[src/rtl/alu_result_stage_pkg.sv]
// Shared definitions for the ALU result stage: buffer state encodings,
// the transfer-counter width and the per-entry flag bundle.
package alu_result_stage_pkg;

  typedef enum logic [1:0] {
    ST_EMPTY = 2'd0,
    ST_ONE   = 2'd1,
    ST_TWO   = 2'd2
  } state_e;

  localparam int COUNT_W = 16;

  typedef struct packed {
    logic zero;
    logic neg;
    logic ovf;
  } flags_t;

endpackage

[src/rtl/alu_result_stage_flags.sv]
// Combinational zero/negative flag generation for an ALU result word.
module alu_flags #(
  parameter int WIDTH = 32
) (
  input  logic [WIDTH-1:0] z,
  output logic             zero,
  output logic             neg
);

  assign zero = (z == '0);
  assign neg  = z[WIDTH-1];

endmodule

[src/rtl/alu_result_stage.sv]
// Registered ALU result stage: a two-entry skid buffer carrying the result
// with its zero/neg/ovf flags, plus a wrapping count of output transfers.
module alu_result_stage
  import alu_result_stage_pkg::*;
#(
  parameter int WIDTH = 32
) (
  input  logic             clk,
  input  logic             rst,
  input  logic             in_valid,
  output logic             in_ready,
  input  logic [WIDTH-1:0] in_z,
  input  logic             in_ovf,
  output logic             out_valid,
  input  logic             out_ready,
  output logic [WIDTH-1:0] out_z,
  output logic             out_zero,
  output logic             out_neg,
  output logic             out_ovf,
  output logic [15:0]      out_count
);

  state_e               state_q, state_d;
  logic                 in_ready_q, in_ready_d;
  logic [WIDTH-1:0]     main_z_q, main_z_d;
  logic [WIDTH-1:0]     skid_z_q, skid_z_d;
  flags_t               main_f_q, main_f_d;
  flags_t               skid_f_q, skid_f_d;
  logic [COUNT_W-1:0]   count_q, count_d;

  logic                 accept;
  logic                 xfer;
  logic                 in_zero;
  logic                 in_neg;
  flags_t               in_f;

  alu_flags #(.WIDTH(WIDTH)) u_flags (
    .z    (in_z),
    .zero (in_zero),
    .neg  (in_neg)
  );

  assign in_f      = '{zero: in_zero, neg: in_neg, ovf: in_ovf};
  assign out_valid = (state_q != ST_EMPTY);
  assign accept    = in_valid & in_ready_q;
  assign xfer      = out_valid & out_ready;

  always_comb begin
    state_d  = state_q;
    main_z_d = main_z_q;
    main_f_d = main_f_q;
    skid_z_d = skid_z_q;
    skid_f_d = skid_f_q;
    count_d  = count_q;
    unique case (state_q)
      ST_EMPTY: begin
        if (accept) begin
          state_d  = ST_ONE;
          main_z_d = in_z;
          main_f_d = in_f;
        end
      end
      ST_ONE: begin
        if (accept && !xfer) begin
          state_d  = ST_TWO;
          skid_z_d = in_z;
          skid_f_d = in_f;
        end else if (xfer && !accept) begin
          state_d = ST_EMPTY;
        end else if (accept && xfer) begin
          main_z_d = in_z;
          main_f_d = in_f;
        end
      end
      ST_TWO: begin
        // in_ready is low here, so only the drain path is possible
        if (xfer) begin
          state_d  = ST_ONE;
          main_z_d = skid_z_q;
          main_f_d = skid_f_q;
        end
      end
      default: state_d = ST_EMPTY;
    endcase
    if (xfer) begin
      count_d = count_q + COUNT_W'(1);
    end
    // Registered ready: looks at the next state, never at out_ready directly
    in_ready_d = (state_d != ST_TWO);
  end

  always_ff @(posedge clk or posedge rst) begin
    if (rst) begin
      state_q    <= ST_EMPTY;
      in_ready_q <= 1'b0;
      main_z_q   <= '0;
      main_f_q   <= '0;
      skid_z_q   <= '0;
      skid_f_q   <= '0;
      count_q    <= '0;
    end else begin
      state_q    <= state_d;
      in_ready_q <= in_ready_d;
      main_z_q   <= main_z_d;
      main_f_q   <= main_f_d;
      skid_z_q   <= skid_z_d;
      skid_f_q   <= skid_f_d;
      count_q    <= count_d;
    end
  end

  assign in_ready  = in_ready_q;
  assign out_z     = main_z_q;
  assign out_zero  = main_f_q.zero;
  assign out_neg   = main_f_q.neg;
  assign out_ovf   = main_f_q.ovf;
  assign out_count = count_q;

endmodule

[config.mk]
export PLATFORM = sky130hd
export DESIGN_NAME = alu_result_stage
export DESIGN_NICKNAME = d
export VERILOG_FILES = /design/src/rtl/alu_result_stage_pkg.sv /design/src/rtl/alu_result_stage_flags.sv /design/src/rtl/alu_result_stage.sv
export SDC_FILE = /design/constraint.sdc
export NUM_CORES = 1
export LEC_CHECK = 0
export CAP_MARGIN = 20
export CORE_MARGIN = 2
export CORE_UTILIZATION = 30
export CTS_BUF_LIST = sky130_fd_sc_hd__clkbuf_8
export CTS_CLUSTER_DIAMETER = 80
export DETAILED_ROUTE_END_ITERATION = 12
export HOLD_SLACK_MARGIN = 0.12
export PLACE_DENSITY = 0.57
export SYNTH_ARGS = -nofsm -noshare
export SYNTH_HDL_FRONTEND = slang
export SYNTH_HIERARCHICAL = 1
export SYNTH_SLANG_ARGS = --single-unit
[constraint.sdc]
create_clock -name clk -period 3.8 [get_ports clk]
set_clock_uncertainty 0.2 [all_clocks]
set_input_delay 0.76 -clock clk [delete_from_list [all_inputs] [get_ports clk]]
set_output_delay 0.76 -clock clk [all_outputs]
set_load 0.1 [all_outputs]
# Word level (Yosys, flattened, before mapping)
# Cells that the tools add are included.
# W data, S select, Z words.
[word_totals] wordCells=50 output_inout_bits=53 in_bits=37 register_bits=89
[op_classes] bitwise_logic=2 addsub=1 n_eq_ne=8 reduce_logical=11 muxes=17
[ops] op="$mux W32" n=5
[ops] op="$pmux W32 S3" n=1
[ops] op="$logic_not A32 Y1" n=1
[ops] op="$add A16 B1 Y16 const B" n=1
[ops] op="$mux W3" n=5
[ops] op="$ne A2 B2 Y1 const B" n=6
[ops] op="$pmux W3 S3" n=1
[ops] op="$mux W2" n=4
[ops] op="$pmux W2 S3" n=1
[ops] op="$reduce_and A6 Y1" n=1
[ops] op="$logic_and A1 B1 Y1" n=3
[ops] op="$reduce_bool A3 Y1" n=1
[ops] op="$and A1 B1 Y1" n=2
[ops] op="$eq A2 B1 Y1 const B" n=1
[ops] op="$eq A2 B2 Y1 const B" n=1
[ops] op="$logic_not A1 Y1" n=2
[ops] op="$logic_not A2 Y1" n=1
[ops] op="$reduce_and A2 Y1" n=1
[ops] op="$reduce_bool A2 Y1" n=1

# Longest topological paths before layout
[depth] word_depth=7 mapped_depth=6 mapped_depth_nobuf=5

# Cells and area by module
# Netlist, hierarchy kept.
[modules_own_cells] module="alu_result_stage" cells_per_inst=346 area_each_um2=3761.1 seq_area_each_um2=2227.1 n_inst=1
[modules_own_cells] module="alu_flags" cells_per_inst=12 area_each_um2=80.1 seq_area_each_um2=0.0 n_inst=1

# Least setup slack after synthesis
# OpenSTA, ideal clock, no wires.
[synth_timing] path_type="reg2reg" start="register in_ready_q (netlist: in_ready)" end="register skid_z_q[2]" required_time_ns=3.475 stages_incl_launch_ff=7 slack_ns=1.366 arrival_ns=2.109 path_cell_list="dfrtp_1 nand2_1 nor2_1 and2_1 buf_4 buf_6 mux2_2"
[synth_via] elab_chain_cells=3
[synth_rtl] item="from (decl)" line_no="alu_result_stage.sv:24" text="logic in_ready_q, in_ready_d;"
[synth_rtl] item="from (signal assigned)" line_no="alu_result_stage.sv:103" text="in_ready_q <= in_ready_d;"
[synth_rtl] item="$and A1 B1 Y1" line_no="alu_result_stage.sv:45" text="assign accept = in_valid & in_ready_q;"
[synth_rtl] item="$logic_and A1 B1 Y1" line_no="alu_result_stage.sv:64" text="if (accept && !xfer) begin"
[synth_rtl] item="$reduce_and A2 Y1 (no source line)"
[synth_rtl] item="to (signal assigned)" line_no="alu_result_stage.sv:106" text="skid_z_q <= skid_z_d;"
[synth_rtl] item="to (decl)" line_no="alu_result_stage.sv:26" text="logic [WIDTH-1:0] skid_z_q, skid_z_d;"
# No other way between the ends.
# A chain may end at the register's enable or synchronous reset.

# Final worst setup path
[layout_timing] start="register count_q[5] (netlist: out_count[5])" end="output port out_count[5]"
[layout_rtl] item="from (decl)" line_no="alu_result_stage.sv:29" text="logic [COUNT_W-1:0] count_q, count_d;"
[layout_rtl] item="from (signal assigned)" line_no="alu_result_stage.sv:108" text="count_q <= count_d;"
[layout_rtl] item="to (decl)" line_no="alu_result_stage.sv:20" text="output logic [15:0] out_count"
# No word-level cell between the ends.

==> results.ini <==
[status]
status = finished clean

[yosys]
synth_area_sq_um = 3840
synthFlopType = dfrtp_1
synth_cell_types = 34
synth-edff-count = 0
synth_warnings = 6
ys_seq_area_share_pct = 58.0
synth-seq-cells = 89
synth_nets = 396
synth.avg_cell_area_sq_um = 10.7
syn_inst = 358
async_flop_share_pct = 100

[clock_tree]
postCtsHoldBufs = 0
clockBufferDepth = 2
worstSkewPairLatency_ns = 0.36
cts_sinks = 89
root_buffer = clkbuf_8
ctsResizeCount = 0
postCtsSetupBuffers = 0
cts_inserted_buffers = 9
cts_tree = yes
path_clk_slew_ns = 0.09
htree_levels = 3

[setup_path]
crit_family = buffers and inverters
cp.arrival_ns = 1.97
cp_slowest_cell = clkdlybuf4s50_1
worstSetupPathType = reg -> out
startpoint_type = flop
cp_max_fo = 5
worst_path_largest_cell_delay_ns = 1.16
end_kind = primary output
cp.required_ns = 2.84
crit_buf_inv = 1
path_cells = clkdlybuf4s50_1

[cells_and_area]
area_growth_pct = 32.0
layout-drive-gt1-share_pct = 12.6
fin_nets = 479
antenna_cells = 0
fin_util_pct = 40.3
stdcell_area_sq_um = 5070

[timing]
grt_setup_unrepaired = false
finalCritPeriodShare_pct = 77.1
finalSetupTns_ns = 0
slew_headroom_pct = 31.1
maxSlewViolCount = 0
tightest_slew_ns = 1.03
max_freq_mhz = 341
min_period_ns = 2.93
setup_viol = 0
finalHoldViolCount = 0
holdWs_ns = 0.290

[global_route]
grt_pass1_wl_um = 14400
overflow = 0
grt_max_degree = 49
grt_pass1_vias = 2791
grt.total_usage_pct = 13.9
antenna_found_initial = 0

[floorplan]
initial_core_util_pct = 30.6
rows = 41
die_x_um = 117
core_sq_um = 12600
ios = 90
die_area_sq_um = 13700
die_h_um = 117

[route]
finalWirelength_um = 9190
drt-initial-drc-count = 186
vias_per_cell = 4.66
drt_first_pass_iters = 4
vias = 2882
postRouteAntennaNets = 0
wl_per_cell_um = 14.9
route.detailed.drc = 0

[placed_design]
gp_congestion = 0.733
placed_area_sq_um = 4870
port_buffers = 89
dp_hpwl_um = 6150

[hold_path]
hp-class = reg -> reg

[run]
maxCapViolations = 0

==> synth_stat cells (3+ instances only) <==
library cell | number | share of area, %
a31oi_1 | 35 | 5.7
and2_1 | 3 | 0.49
buf_2 | 6 | 0.78
buf_4 | 3 | 0.59
buf_6 | 3 | 0.88
clkbuf_1 | 9 | 0.88
dfrtp_1 | 89 | 58
inv_1 | 3 | 0.29
mux2_1 | 10 | 2.9
mux2_2 | 25 | 7.3
nand2_1 | 79 | 7.7
nand3_1 | 6 | 0.78
nand4_1 | 6 | 0.98
nor2_1 | 41 | 4.0
nor4_1 | 7 | 1.1
xnor2_1 | 12 | 2.7
xor2_1 | 3 | 0.68
==> placed cells by master (no fill, tap or decap), types with 6 or more instances in the layout <==
cell,Yosys,routed
nand3_1,6,6
dfrtp_1,89,89
mux2_1,10,10
nand2_1,79,79
xnor2_1,12,12
clkdlybuf4s50_1,0,85
buf_4,3,7
clkbuf_8,0,10
nor4_1,7,7
mux2_2,25,25
nor2_1,41,41
nand4_1,6,6
a31oi_1,35,35
==> cells by family (layout without fill, tap and decap cells) <==
| family | count (synthesis) | count (layout) | share of synthesized area, % |
|---|---|---|---|
| buffers and inverters | 24 | 112 | 3.42 |
| xor gates and xnor gates | 15 | 15 | 3.42 |
| and+or+nand+nor | 153 | 153 | 17.4 |
| AOI/OAI and AO/OA | 40 | 40 | 6.97 |
| adders and majority gates | 1 | 1 | 0.326 |
| muxes | 36 | 36 | 10.5 |
| DFF | 89 | 89 | 58.0 |
==> metal layers <==
| layer | GRT usage, % | vias to the layer above | routed length (um) |
|---|---|---|---|
| met1 | 19.2 | 1400 | 4380 |
| met5 | 0 | - | 0 |
| li1 | - | 1391 | - |
| met2 | 21.0 | 78 | 4200 |
| met3 | 2.99 | 13 | 459 |
| met4 | 6.12 | 0 | 152 |
==> registers in the layout, indices dropped and copies added, names as in the netlist <==
signal,flops
in_ready,1
out_count,16
out_neg,1
out_ovf,1
out_z,32
out_zero,1
skid_f_q,3
skid_z_q,32
state_q,2
==> per-stage QoR <==
step / setup WS [ns] / cells
CTS: 0.843 / 618
detailed placement: 0.521 / 602
global placement: 0.609 / 602
global route: 0.745 / 618
floorplan: 0.533 / 358
finish: 0.871 / 618
==> final cells by class <==
type | instances | area, sq um
clock buffers | 10 | 138
clock inverters | 6 | 60.1
fillers | 1255 | 7500
inverters | 3 | 12.5
multi-input cells | 245 | 1490
flip-flops and latches | 89 | 2230
well taps | 172 | 215
repair buffers | 93 | 923
==> worst paths after layout <==
check                             startpoint           end  slack, ns  depth (start not counted)
worst max-delay path            out_count[5]  out_count[5]       0.87                          1
worst min-delay path            skid_z_q[25]  skid_z_q[25]       0.29                          1
worst max register to register    state_q[0]     out_z[13]       1.38                          5
worst min register to register  skid_z_q[25]  skid_z_q[25]       0.29                          1
max in group asynchronous                rst     out_z[12]       2.00                          3
min in group asynchronous                rst     out_z[28]       0.69                          2
Power is left out: the tool's default activity adds up to more than one toggle a clock period on the data nets, which glitch-free logic cannot reach.
